<file path="config.mk">
export PLATFORM = sky130hd
export DESIGN_NAME = rst_sequencer
export DESIGN_NICKNAME = d
export VERILOG_FILES = /design/src/rtl/rst_seq_pkg.sv /design/src/rtl/rst_debounce.sv /design/src/rtl/rst_sequencer.sv
export SDC_FILE = /design/constraint.sdc
export NUM_CORES = 1
export LEC_CHECK = 0
export CORE_UTILIZATION = 55
export DETAILED_ROUTE_END_ITERATION = 10
export PLACE_DENSITY_LB_ADDON = 0.12
export SLEW_MARGIN = 20
export SYNTH_ARGS = -nofsm -noshare
export SYNTH_HDL_FRONTEND = slang
export SYNTH_SLANG_ARGS = --single-unit
</file>
<file path="constraint.sdc">
create_clock -name clock -period 3.18 [get_ports clock]
set_input_delay 0.318 -clock clock [delete_from_list [all_inputs] [get_ports clock]]
set_output_delay 0.318 -clock clock [all_outputs]
set_load 0.02 [all_outputs]
</file>
<file path="src/rtl/rst_seq_pkg.sv">
// Shared definitions for the reset sequencer.
//   state_t      : sequencer states (ASSERT, RELEASE, RUN)
//   CAUSE_*      : codes reported on rst_cause
//   cnt_width()  : width of the sequencer counters
//   pick_cause() : cause code when several triggers coincide
package rst_seq_pkg;

    typedef enum logic [1:0] {
        ASSERT  = 2'd0,
        RELEASE = 2'd1,
        RUN     = 2'd2
    } state_t;

    localparam logic [1:0] CAUSE_POR  = 2'd0;
    localparam logic [1:0] CAUSE_BTN  = 2'd1;
    localparam logic [1:0] CAUSE_SW   = 2'd2;
    localparam logic [1:0] CAUSE_LOCK = 2'd3;

    // One spare bit above what the largest terminal count needs, so a
    // saturating counter can never be mistaken for a wrapped one.
    function automatic int cnt_width(input int a, input int b, input int c);
        int m;
        m = a;
        if (b > m) m = b;
        if (c > m) m = c;
        return $clog2(m) + 1;
    endfunction

    // Lock loss outranks the button, which outranks the software request.
    function automatic logic [1:0] pick_cause(input logic lock_lost,
                                              input logic btn_pressed);
        if (lock_lost)
            return CAUSE_LOCK;
        else if (btn_pressed)
            return CAUSE_BTN;
        else
            return CAUSE_SW;
    endfunction

endpackage

</file>
<file path="src/rtl/rst_debounce.sv">
// Push-button conditioner: 2-flop synchroniser followed by a debounce counter.
// The debounced level only follows the synchronised input after it has
// differed from the current level for DEBOUNCE_CYCLES consecutive cycles.
//   clock    in   block clock
//   resetn   in   asynchronous active-low reset
//   din      in   raw asynchronous input (active-low button)
//   level    out  debounced level, resets to the released level (1)
module rst_debounce
    import rst_seq_pkg::*;
#(
    parameter int DEBOUNCE_CYCLES = 1000,
    parameter int CNT_W           = $clog2(DEBOUNCE_CYCLES) + 1
) (
    input  logic clock,
    input  logic resetn,
    input  logic din,
    output logic level
);

    localparam logic [CNT_W-1:0] DEB_LAST = CNT_W'(DEBOUNCE_CYCLES - 1);

    logic [1:0]       sync_q;
    logic [CNT_W-1:0] cnt;

    always_ff @(posedge clock or negedge resetn) begin
        if (!resetn) begin
            sync_q <= 2'b11;
            cnt    <= '0;
            level  <= 1'b1;
        end else begin
            sync_q <= {sync_q[0], din};
            if (sync_q[1] == level) begin
                cnt <= '0;
            end else if (cnt == DEB_LAST) begin
                level <= sync_q[1];
                cnt   <= '0;
            end else if (cnt != '1) begin
                cnt <= cnt + 1'b1;
            end
        end
    end

endmodule

</file>
<file path="src/rtl/rst_sequencer.sv">
// Reset generator/sequencer. Debounces the push-button, synchronises the
// clock-lock flag, holds all resets for a minimum time once conditions are
// clean and then releases rst_n_out bit by bit, lowest bit first. Any trigger
// afterwards drops every output at once and records the cause.
//
//   state   | meaning
//   --------+-------------------------------------------------------------
//   ASSERT  | all resets low; hold counter runs while no trigger present
//   RELEASE | step counter runs; bit k released at step k*STEP_CYCLES
//   RUN     | all resets high, busy low; any trigger returns to ASSERT
//
// Ports:
//   clock       in   block clock
//   resetn      in   asynchronous active-low reset
//   button_n    in   raw push-button, active-low, asynchronous
//   locked      in   clock-source lock, asynchronous
//   sw_rst_req  in   one-cycle synchronous software reset request
//   rst_n_out   out  sequenced active-low resets, bit 0 released first
//   busy        out  high whenever the sequencer is not in RUN
//   rst_cause   out  cause of the last reset (POR/button/software/lock)
module rst_sequencer
    import rst_seq_pkg::*;
#(
    parameter int N_OUT           = 4,
    parameter int DEBOUNCE_CYCLES = 1000,
    parameter int HOLD_CYCLES     = 16,
    parameter int STEP_CYCLES     = 8
) (
    input  logic             clock,
    input  logic             resetn,
    input  logic             button_n,
    input  logic             locked,
    input  logic             sw_rst_req,
    output logic [N_OUT-1:0] rst_n_out,
    output logic             busy,
    output logic [1:0]       rst_cause
);

    localparam int CNT_W = cnt_width(DEBOUNCE_CYCLES, HOLD_CYCLES,
                                     (N_OUT - 1) * STEP_CYCLES + 1);
    localparam logic [CNT_W-1:0] HOLD_LAST = CNT_W'(HOLD_CYCLES - 1);

    logic [1:0]       lock_sync;
    logic             btn_level;
    logic             btn_pressed;
    logic             lock_lost;
    logic             trigger;

    state_t           state, state_nxt;
    logic [CNT_W-1:0] hold_cnt, hold_nxt;
    logic [CNT_W-1:0] step_cnt, step_nxt;
    logic [N_OUT-1:0] out_nxt;
    logic             busy_nxt;
    logic [1:0]       cause_nxt;

    rst_debounce #(
        .DEBOUNCE_CYCLES (DEBOUNCE_CYCLES),
        .CNT_W           (CNT_W)
    ) u_btn (
        .clock  (clock),
        .resetn (resetn),
        .din    (button_n),
        .level  (btn_level)
    );

    // Lock synchroniser resets to "unlocked" so the hold time only starts
    // once a real lock indication has crossed into this domain.
    always_ff @(posedge clock or negedge resetn) begin
        if (!resetn)
            lock_sync <= 2'b00;
        else
            lock_sync <= {lock_sync[0], locked};
    end

    assign btn_pressed = ~btn_level;
    assign lock_lost   = ~lock_sync[1];
    assign trigger     = btn_pressed | lock_lost | sw_rst_req;

    always_ff @(posedge clock or negedge resetn) begin
        if (!resetn) begin
            state     <= ASSERT;
            hold_cnt  <= '0;
            step_cnt  <= '0;
            rst_n_out <= '0;
            busy      <= 1'b1;
            rst_cause <= CAUSE_POR;
        end else begin
            state     <= state_nxt;
            hold_cnt  <= hold_nxt;
            step_cnt  <= step_nxt;
            rst_n_out <= out_nxt;
            busy      <= busy_nxt;
            rst_cause <= cause_nxt;
        end
    end

    always_comb begin
        state_nxt = state;
        hold_nxt  = hold_cnt;
        step_nxt  = step_cnt;
        out_nxt   = rst_n_out;
        cause_nxt = rst_cause;

        unique case (state)
            ASSERT: begin
                out_nxt  = '0;
                step_nxt = '0;
                if (trigger) begin
                    hold_nxt = '0;
                end else if (hold_cnt == HOLD_LAST) begin
                    state_nxt = RELEASE;
                    hold_nxt  = '0;
                end else if (hold_cnt != '1) begin
                    hold_nxt = hold_cnt + 1'b1;
                end
            end

            RELEASE: begin
                if (trigger) begin
                    state_nxt = ASSERT;
                    out_nxt   = '0;
                    hold_nxt  = '0;
                    step_nxt  = '0;
                    cause_nxt = pick_cause(lock_lost, btn_pressed);
                end else begin
                    for (int k = 0; k < N_OUT; k++) begin
                        if (step_cnt == CNT_W'(k * STEP_CYCLES))
                            out_nxt[k] = 1'b1;
                    end
                    // Leave one cycle after the last bit is released so busy
                    // trails the final output edge.
                    if (rst_n_out[N_OUT-1])
                        state_nxt = RUN;
                    if (step_cnt != '1)
                        step_nxt = step_cnt + 1'b1;
                end
            end

            RUN: begin
                out_nxt = '1;
                if (trigger) begin
                    state_nxt = ASSERT;
                    out_nxt   = '0;
                    hold_nxt  = '0;
                    step_nxt  = '0;
                    cause_nxt = pick_cause(lock_lost, btn_pressed);
                end
            end

            default: begin
                state_nxt = ASSERT;
                out_nxt   = '0;
                hold_nxt  = '0;
                step_nxt  = '0;
            end
        endcase

        busy_nxt = (state_nxt != RUN);
    end

endmodule

</file>
== Word-level counts from Yosys, hierarchy flattened ==
Cells that the tools add are included.
Widths: inputs -> output; s select.
Word-level totals
  logic and storage cells: 75
  input bits: 5
  output and inout port bits: 7
  flip-flop bits (word level): 47
Operators by class
  mux-type cells: 26
  equal/unequal tests: 20
  reduce and logical (&&, ||, !) cells: 8
  bitwise logic cells: 5
  add/subtract/negate cells: 3
Operators with widths (count)
  $mux 11: 9
  $pmux 11 s2: 2
  $add 11x1->11 const B: 3
  $ne 11x11->1 const B: 3
  $eq 11x4->1 const B: 2
  $eq 11x5->1 const B: 2
  $ne 3x3->1 const B: 5
  $mux 2: 7
  $eq 11x10->1 const B: 1
  $logic_not 11->1: 1
  $mux 4: 2
  $pmux 4 s2: 1
  $reduce_and 2->1: 4
  $pmux 2 s3: 1
  $mux 1: 4
  $ne 2x2->1 const B: 2
  $ne 4x4->1 const B: 1
  $not 1->1: 3
  $reduce_bool 3->1: 1
  $eq 2x1->1 const B: 1
  $eq 2x2->1 const B: 1
  $logic_not 2->1: 1
  $ne 2x1->1 const B: 1
  $or 1x1->1: 2
  other kinds (2): 2

== Longest topological paths before layout ==
Gate-level depths: netlist of the first run.
  word-level depth: 6
  mapped depth: 8
  gate-level depth less buffers: 7

== Hierarchy ==
Synthesis of the first run repeated with hierarchy kept, for this count alone.
Second synthesis, totals
  cell total of the unflattened synthesis: 267
  area, all modules: 2606.2 µm²
By module, submodules not included
  rst_sequencer: instances 1, area each 1929.4 µm², cells each 209, sequential area each 827.0 µm²
  rst_debounce: instances 1, area each 676.9 µm², cells each 58, sequential area each 354.1 µm²

== Worst setup path before layout of the first run ==
Ideal clock, no wire load.
  kind: register to register
  start: register state[0]
  end: register hold_cnt[7]
  data required time: 3.062 ns
  cell stages (with the launch flop): 7
  slack: 1.335 ns
  setup time: 0.118 ns
  clock period less this slack: 1.845 ns
  arrival: 1.727 ns
  buffers on the path: 0
  cells stage by stage: dfrtp_1 -> inv_1 -> ha_1 -> or4b_4 -> a21oi_2 -> o22ai_1 -> a21o_1
On the way
  longest elaborated chain between the ends: 4
  elaborated cells on any way between the ends: 8
  classes of those cells: eq/ne (4); mux (1); reduce/logical (3)
Ends and longest elaborated chain
  start, declared: line rst_sequencer.sv:49  | state_t state, state_nxt;
  start signal, assigned: line rst_sequencer.sv:88  | state <= state_nxt;
  $eq 2x2->1 / $eq 2x1->1 (equally long branches): line rst_sequencer.sv:104  | unique case (state)
  $reduce_or 2->1 (no line)
  $ne 2x1->1 (no line)
  $reduce_and 2->1 (no line)
  end signal, assigned: line rst_sequencer.sv:89  | hold_cnt <= hold_nxt;
  end, declared: line rst_sequencer.sv:50  | logic [CNT_W-1:0] hold_cnt, hold_nxt;
Parallel ways exist; a longest one is shown, timed or not.
A chain may end at the register's enable or synchronous reset.

== Worst setup path after layout of the first run ==
  start: register state[1]
  end: register hold_cnt[1]
Same word-level chain as after synthesis.

==> summary.txt, run 1 <==
Synthesis
  – Most frequent cells after synthesis: dfrtp_1 (43), nor2_1 (25), nand2_1 (21)
  – Yosys top cell by area: dfrtp_1
  – Post-synth top area share: 41.99%
  – Post-synth top flop: dfrtp_1
  – Mapped Cells: 259
  – Avg Cell Area, Syn: 9.894 sq um
  – Seq/Total Area, Yosys: 46.09%
  – Async S/R FF share, synth: 100.0%
  – Seq cells post-synth: 47
  – Netlist cell types: 59
  – Number of synthesized flops with an enable pin: 0
  – Cell area after synthesis: 2562 sq um
  – Synthesized net count: 272
  – Synthesis warning total: 0
  – Count leader, synth: dfrtp_1
  – Synth top area cells: dfrtp_1 (42%), dfstp_2 (4.1%), ha_1 (3.9%)

Global route
  – First-pass GRT wire length: 8666 um
  – Vias in the first global route: 1,880
  – Initial antenna violation count: 0
  – Total track usage: 22.06%
  – Remaining Overflow, GRT: 0
  – Largest net degree at the start of global routing: 48

Floorplan
  – Initial core utilization: 58.05%
  – Num rows: 24
  – Ports: 12
  – Area of the die: 4936 sq um
  – Die width: 70.26 um
  – Core Box Area: 4414 sq um
  – Die height: 70.26 um

Cells and area
  – Layout cells sized above 1: 10.66%
  – Final Net Count: 284
  – Area of the multi-input gates: 1305 sq um
  – Number of fill cells: 370
  – Non-Filler Instances: 324
  – N_diodes: 0
  – P&R area growth vs syn: 8.203%
  – Storage cell area: 1181 sq um

Place
  – Port buffer count: 11
  – Place WS: 0.8938 ns
  – Post-DP HPWL: 3539 um
  – Placed cell count: 316
  – Global placer's final weighted congestion: 0.8146

Clocking
  – Worst-skew pair later-pin latency: 0.30 ns
  – Number of buffers created by CTS: 5
  – H-tree lvl count: 2
  – Reg clk slew, reported paths: 0.09 ns
  – Post-CTS Setup Bufs: 0
  – Clock sinks: 47
  – Post-cts resize count: 0
  – Post-CTS Hold Buffers: 0
  – CTS tree: built
  – Clk buf depth: 2
  – Clk root buf: clkbuf_8

STA
  – Share of the clock period used by the worst path: 66.99%
  – Setup Skew: 0.01370 ns
  – Final setup margin: 1.050 ns
  – Worst hold slack: 0.003772 ns
  – Max Freq: 469.5 MHz
  – Fin crit period: 2.130 ns
  – Post-Route Setup TNS: 0 ns
  – RSZ-0062 raised after global routing: no
  – Slew @ Worst Pin: 0.5744 ns
  – Final hold vios: 0
  – Slew margin rel.: 61.71%
  – Slew Viols, Final: 0
  – Setup Viol. Count Final: 0

Power and ir drop
  – Maximum VDD drop: 0.1995 mV
  – Pleak: 1.129 nW
  – Final Total Pwr: 0.0009770 W
  – PD cells: 352.4 nW/um^2

Detailed routing
  – Post-Route WL: 4823 um
  – ANT nets after route: 0
  – Drt wl/cell: 14.89 um
  – DRC viols: 0
  – Vias per std cell: 6.059
  – Vias: 1,963
  – Initial DRC count: 116
  – Pre-antenna DRT Iters: 4

Worst setup path
  – Crit path capture type: flop
  – FF-to-FF Start: state[1]
  – Critical path cell sequence: inv_1 > ha_1 > inv_1 > nor2_2 > a21oi_4 > nor2_2 > mux2_1
  – CP bufs+invs: 2
  – R2R Path End: hold_cnt[1]
  – Worst Path Required: 3.36 ns
  – CP max stage cell: dfrtp_1
  – Crit path kind: flop to flop
  – CP Launch Type: flop
  – Critical Path AT: 2.31 ns
  – Reg2reg setup slack: 1.05 ns
  – Family with the most delay on the worst path: simple AND/OR/NAND/NOR gates
  – CP Max Fanout: 9
  – CP peak stage delay: 0.42 ns
  – R2r worst-path depth: 7

Flow run
  – Maxcap violations: 0

Min path
  – Hold Crit Class: input pin to async pin

Outcome
  – Run status: finished clean
## final cells by class
cell class | count | area share (%)
clock buffers | 8 | 2.888
multi-input cells | 197 | 47.07
repair buffers | 11 | 3.881
inverters | 9 | 1.218
flip-flops and latches | 47 | 42.60
well taps | 52 | 2.347
## logic make-up (layout without fill, tap and decap cells)
family	Yosys count	in the layout	synth area share [%]
and+or+nand+nor	115	115	24.61
AOI/OAI and AO/OA	58	58	16.07
DFF	47	47	46.09
buffers and inverters	15	28	2.978
xor gates and xnor gates	9	9	3.369
adders and majority gates	8	8	3.906
muxes	7	7	2.978
## layout by cell type, fill, tap and decap left out, drive strengths merged, types with 2 or more instances in the layout
cell type	synthesis	final
dfrtp	43	43
nor2	28	28
nand2	21	21
nand3	19	19
o21ai	15	15
nor3	14	14
a21oi	14	14
clkdlybuf4s50	0	10
inv	9	9
xnor2	8	8
ha	8	8
clkbuf	0	8
nand4	5	5
mux2	5	5
a31oi	4	4
dfstp	4	4
and3	4	4
nor4	4	4
o22ai	4	4
nand2b	3	3
o31ai	3	3
a211oi	3	3
and2	3	3
nor2b	2	2
o311ai	2	2
a22o	2	2
o2bb2ai	2	2
mux2i	2	2
nor4b	2	2
a21o	2	2
and4	2	2
a41oi	2	2
or4b	2	2
## stage by stage
step | instance area [sq um] | utilization (%)
after global routing | 2773 | 62.81
after global placement | 2690 | 60.94
after floorplan | 2562 | -
final | 2773 | 62.81
after CTS | 2770 | 62.76
after detailed placement | 2690 | 60.94
## worst max path at each step
stage	from	endpoint	slack, ns	cells past startpoint
after global placement	sw_rst_req	hold_cnt[1]	0.95	6
after global routing	state[1]	hold_cnt[1]	0.83	7
after CTS	state[1]	hold_cnt[1]	1.03	7
final	state[1]	hold_cnt[1]	1.05	7
after floorplan	state[0]	hold_cnt[7]	1.34	6
after detailed placement	sw_rst_req	hold_cnt[1]	0.89	6
## worst reg2reg max path, cell delays in order, from the launching register on
cell and delay, ns:
dfrtp_1 0.42, inv_1 0.09, ha_1 0.42, inv_1 0.12, nor2_2 0.35, a21oi_4 0.10
nor2_2 0.17, mux2_1 0.34
## power breakdown
group	switching [W]	leakage (nW)	total, W	internal (W)
Combinational	0.0000179	0.459	0.0000275	0.00000954
Sequential	0.00000531	0.630	0.000609	0.000604
Clock	0.000184	0.0395	0.000340	0.000156
## state kept, by name (all words and copies together) (netlist names)
| name | cells |
|---|---|
| u_btn.cnt | 11 |
| step_cnt | 11 |
| busy | 1 |
| rst_n_out | 4 |
| lock_sync | 2 |
| state | 2 |
| u_btn.level | 1 |
| u_btn.sync_q | 2 |
| rst_cause | 2 |
| hold_cnt | 11 |
## layer usage
metal / global-route usage (%) / part of all wire (%)
met1: 30.03 / 47
met3: 5.339 / 3.8
met5: 0 / 0
met4: 7.333 / 0.97
met2: 34.60 / 48
No activity file was read; power rests on OpenSTA's default activity.
==> inputs of run 2 (changes only) <==
CORE_UTILIZATION = 54   (was 55)
clock period = 1.75 ns   (was 3.18 ns; I/O delays follow)
==> run 2 against run 1 <==
Against the previous run:
- first-iteration DRC count increased by 28%
- largest power group unchanged
- core utilization increased by 10 points
- critical endpoint is now hold_cnt[7]
- worst hold slack improved by 0.27 ns
- non-clock buffer count increased by 41
- highest routed layer unchanged
- power increased by 110%
- clock-buffer cell count decreased by 2
==> summary.txt, run 2 (same netlist as run 1, synthesis figures left out) <==
Worst setup path
  – CP Launch Type: flop
  – CP Max Fanout: 5
  – Reg2reg setup slack: 0.02 ns
  – Critical path cell sequence: inv_2 > ha_4 > or4b_4 > a21oi_2 > o22ai_1 > a21o_1
  – CP peak stage delay: 0.50 ns
  – Family with the most delay on the worst path: simple AND/OR/NAND/NOR gates
  – FF-to-FF Start: state[1]
  – Critical Path AT: 1.92 ns
  – Worst Path Required: 1.95 ns
  – CP max stage cell: or4b_4
  – R2r worst-path depth: 6
  – CP bufs+invs: 1
  – Crit path kind: flop to flop
  – R2R Path End: hold_cnt[7]
  – Crit path capture type: flop

Cells and area
  – P&R area growth vs syn: 27.15%
  – Most frequent cells in the layout: dfrtp_1 (43), buf_4 (37), nor2_1 (22)
  – Layout cells sized above 1: 31.31%
  – Non-Filler Instances: 365
  – Layout Utilization: 73.31%
  – Final Net Count: 325
  – N_diodes: 0
  – Regs by FF count: hold_cnt x11, step_cnt x11, u_btn.cnt x11
  – Design Area, Final: 3258 sq um
  – Commonest non-fill, non-tap cell in the layout: dfrtp_1

STA
  – Slew @ Worst Pin: 0.4616 ns
  – RSZ-0062 raised after global routing: yes
  – Setup Skew: 0.01035 ns
  – Share of the clock period used by the worst path: 98.65%
  – Fin crit period: 1.726 ns
  – Final setup margin: 0.02357 ns
  – Final hold vios: 0
  – Post-Route Setup TNS: 0 ns
  – Slew Viols, Final: 0
  – Slew margin rel.: 69.22%
  – Max Freq: 579.2 MHz
  – Setup Viol. Count Final: 0

Min path
  – Hold Crit Class: input pin to flop
  – Worst Hold Path EP: u_btn.sync_q[0]
  – Worst Hold Depth: 1
  – HP Start: button_n

Global route
  – First-pass GRT wire length: 9618 um
  – Initial antenna violation count: 0
  – Largest net degree at the start of global routing: 30
  – Remaining Overflow, GRT: 0
  – Total track usage: 24.69%
  – Vias in the first global route: 2,018

Detailed routing
  – DRC viols: 0
  – Vias: 2,176
  – Post-Route WL: 5914 um
  – Pre-antenna DRT Iters: 4
  – Initial DRC count: 149
  – Drt wl/cell: 16.20 um
  – Vias per std cell: 5.962
  – ANT nets after route: 0

Place
  – Post-DP HPWL: 4078 um
  – Place WS: -0.1309 ns
  – Global placer's final weighted congestion: 0.8357
  – Port buffer count: 11
  – Placed instance area: 2977 sq um
  – Placed cell count: 350

Clocking
  – Clk buf depth: 2
  – CTS tree: built
  – Reg clk slew, reported paths: 0.09 ns
  – Worst-skew pair later-pin latency: 0.31 ns
  – Clk root buf: clkbuf_8
  – Number of buffers created by CTS: 5
  – H-tree lvl count: 2
  – Clock sinks: 47

Power and ir drop
  – Pleak: 1.381 nW
  – PD cells: 614.9 nW/um^2
  – Maximum VDD drop: 0.4956 mV

Floorplan
  – Ports: 12
  – Num rows: 24
  – Die width: 70.89 um
  – Initial core utilization: 57.66%
  – Core Box Area: 4444 sq um
  – Die height: 70.89 um
  – Area of the die: 5025 sq um

Outcome
  – Run status: finished clean

Flow run
  – Maxcap violations: 0
## run 2: changes by cell type in the layout (fill, tap and decap cells not counted), sizes merged
cell and change:
dlygate4sd3 +1, clkbuf -2, clkinv +1, bufinv +1, buf +40
## run 2: layout make-up
cell class,instances,area [sq um]
multi-input cells,197,1425
fillers,351,1186
flip-flops and latches,47,1181
repair buffers,52,435.4
clock buffers,6,82.58
well taps,52,65.06
clock inverters,2,35.03
inverters,9,33.78
## run 2: routing by layer
layer  track usage [%]  share of wire [%]
met2             41.24                 50
met1             32.52                 45
met4             8.222                1.6
met3             4.701                3.3
met5                 0                  0
## run 2: worst max path at each step
stage,cells past startpoint,endpoint,from
floorplan,6,hold_cnt[1],u_btn.level
global placement,6,busy,sw_rst_req
detailed placement,6,busy,sw_rst_req
CTS,5,busy,u_btn.level
global route,8,step_cnt[6],state[1]
finish,6,hold_cnt[7],state[1]
## run 2: what timing repair did
action	in CTS	in global routing
gates resized for setup	2	27
buffers inserted	2	4
pin swaps	1	6
hold buffers	1	0
endpoints found under the hold margin	18	0
setup endpoints to repair	4	30
## run 2: where the power goes
group          switching (W)  internal (W)   total, W
clock network       0.000373      0.000463   0.000836
registers          0.0000100       0.00110    0.00111
logic              0.0000349     0.0000253  0.0000602
total               0.000418       0.00159    0.00200
## run 2: through the flow
stage	power (W)	hold slack (ns)
finish	0.002004	0.2786
CTS	0.002018	0.2703
floorplan	0.001144	-0.1206
detailed placement	0.001188	0.1533
global placement	0.001187	0.1499
global route	0.002070	0.2633
==> inputs of run 3 (changes only) <==
CORE_UTILIZATION = 55   (was 54)
TNS_END_PERCENT = 5   (was unset)
clock period = 1.9 ns   (was 1.75 ns; I/O delays follow)
==> run 3 against run 2 <==
Against the previous run:
- clock-buffer cell count up 1
- die area fell by 1.8%
- first-iteration DRC count decreased by 15%
- largest power group unchanged
- highest routed layer unchanged
- critical endpoint unchanged
- worst setup slack improved by 0.056 ns
==> summary.txt, run 3 (same netlist as run 1, synthesis figures left out) <==
Clocking
  – CTS tree: built
  – Clock sinks: 47
  – Worst-skew pair later-pin latency: 0.30 ns
  – Clk buf depth: 2
  – Post-CTS Setup Bufs: 0
  – H-tree lvl count: 2
  – Number of buffers created by CTS: 5
  – Reg clk slew, reported paths: 0.09 ns
  – Clk root buf: clkbuf_8

Floorplan
  – Area of the die: 4936 sq um
  – Die height: 70.26 um
  – Num rows: 24
  – Initial core utilization: 58.05%
  – Core Box Area: 4414 sq um
  – Ports: 12
  – Die width: 70.26 um

Detailed routing
  – DRC viols: 0
  – Post-Route WL: 5001 um
  – Pre-antenna DRT Iters: 4
  – Vias per std cell: 5.857
  – Vias: 2,009
  – ANT nets after route: 0
  – Drt wl/cell: 14.58 um
  – Initial DRC count: 126

STA
  – Slew Viols, Final: 0
  – Post-Route Setup TNS: 0 ns
  – Slew @ Worst Pin: 0.4913 ns
  – RSZ-0062 raised after global routing: no
  – Share of the clock period used by the worst path: 95.80%
  – Setup Skew: 0.01549 ns
  – Final hold vios: 0
  – Slew margin rel.: 67.25%
  – Final setup margin: 0.07976 ns
  – Fin crit period: 1.820 ns
  – Worst hold slack: 0.3066 ns
  – Setup Viol. Count Final: 0
  – Max Freq: 549.4 MHz

Worst setup path
  – Crit path kind: flop to flop
  – Worst Path Required: 2.08 ns
  – CP Max Fanout: 3
  – FF-to-FF Start: state[0]
  – CP Launch Type: flop
  – Crit. Startpoint: state[0]
  – Crit path capture type: flop
  – Critical Path AT: 2.00 ns

Cells and area
  – Commonest non-fill, non-tap cell in the layout: dfrtp_1
  – Layout cells sized above 1: 17.87%
  – P&R area growth vs syn: 16.21%
  – Regs by FF count: hold_cnt x11, step_cnt x11, u_btn.cnt x11
  – Final Net Count: 303
  – N_diodes: 0
  – Most frequent cells in the layout: dfrtp_1 (43), nor2_1 (25), nand2_1 (21)

Global route
  – Largest net degree at the start of global routing: 28
  – First-pass GRT wire length: 8673 um
  – Initial antenna violation count: 0
  – Remaining Overflow, GRT: 0
  – Vias in the first global route: 1,859
  – Total track usage: 22.42%

Power and ir drop
  – Maximum VDD drop: 0.3769 mV
  – Pleak: 1.245 nW
  – PD cells: 566.1 nW/um^2

Place
  – Post-DP HPWL: 3662 um
  – Port buffer count: 11
  – Global placer's final weighted congestion: 0.8565
  – Place WS: 0.007531 ns

Outcome
  – Run status: finished clean

Min path
  – Hold Crit Class: input pin to flop
  – HP Start: button_n

Flow run
  – Maxcap violations: 0
-- run 3: final timing paths --
path | endpoint | slack, ns | depth (start not counted)
worst max-delay path | hold_cnt[7] | 0.08 | 6
worst min-delay path | u_btn.sync_q[0] | 0.31 | 1
worst max register to register | hold_cnt[7] | 0.08 | 6
worst min register to register | u_btn.sync_q[1] | 0.36 | 0
max in group asynchronous | u_btn.sync_q[1] | 0.93 | 3
min in group asynchronous | step_cnt[8] | 0.38 | 2
-- run 3: per-layer routing --
metal / vias up / routed length, um / GRT usage, %
met5: - / 0 / 0
met4: 0 / 63 / 9.333
met3: 4 / 140 / 3.608
met2: 34 / 2384 / 35.03
met1: 962 / 2412 / 31.06
li1: 1009 / - / -
-- run 3: cell type report --
cell class                      instances  area [sq um]
Fill cell                             357          1436
Clock inverter                          1         5.005
Multi-Input combinational cell        197          1331
Timing Repair Buffer                   30         275.3
Inverter                                9         33.78
Sequential cell                        47          1181
Clock buffer                            7         86.33
Tap cell                               52         65.06
-- run 3: power breakdown --
| group | switching [W] | internal [W] | leakage [nW] |
|---|---|---|---|
| sequential | 0.00000898 | 0.00101 | 0.630 |
| combinational | 0.0000314 | 0.0000208 | 0.566 |
| clock | 0.000320 | 0.000294 | 0.0482 |
-- run 3: what timing repair did --
item | in CTS | in global routing
hold buffers | 1 | 0
endpoints found under the hold margin | 20 | 0
gates resized for setup | 0 | 4
setup endpoints to repair | 0 | 9
-- run 3: metrics by stage --
step / util [%] / power [W] / cells / instance area (sq um)
5_1_grt: 67.46 / 0.001761 / 343 / 2978
3_3_place_gp: 64.57 / 0.001091 / 334 / 2850
3_5_place_dp: 64.57 / 0.001092 / 334 / 2850
4_1_cts: 66.87 / 0.001706 / 343 / 2952
2_1_floorplan: - / 0.001054 / 259 / 2562
6_report: 67.46 / 0.001686 / 343 / 2978
-- run 3: worst max-delay path, cell delays in order, from the launching register on --
cell     delay [ns]
dfrtp_1        0.39
inv_1          0.12
ha_4           0.23
or4b_4         0.56
a21oi_2        0.14
o22ai_1        0.08
a21o_1         0.18
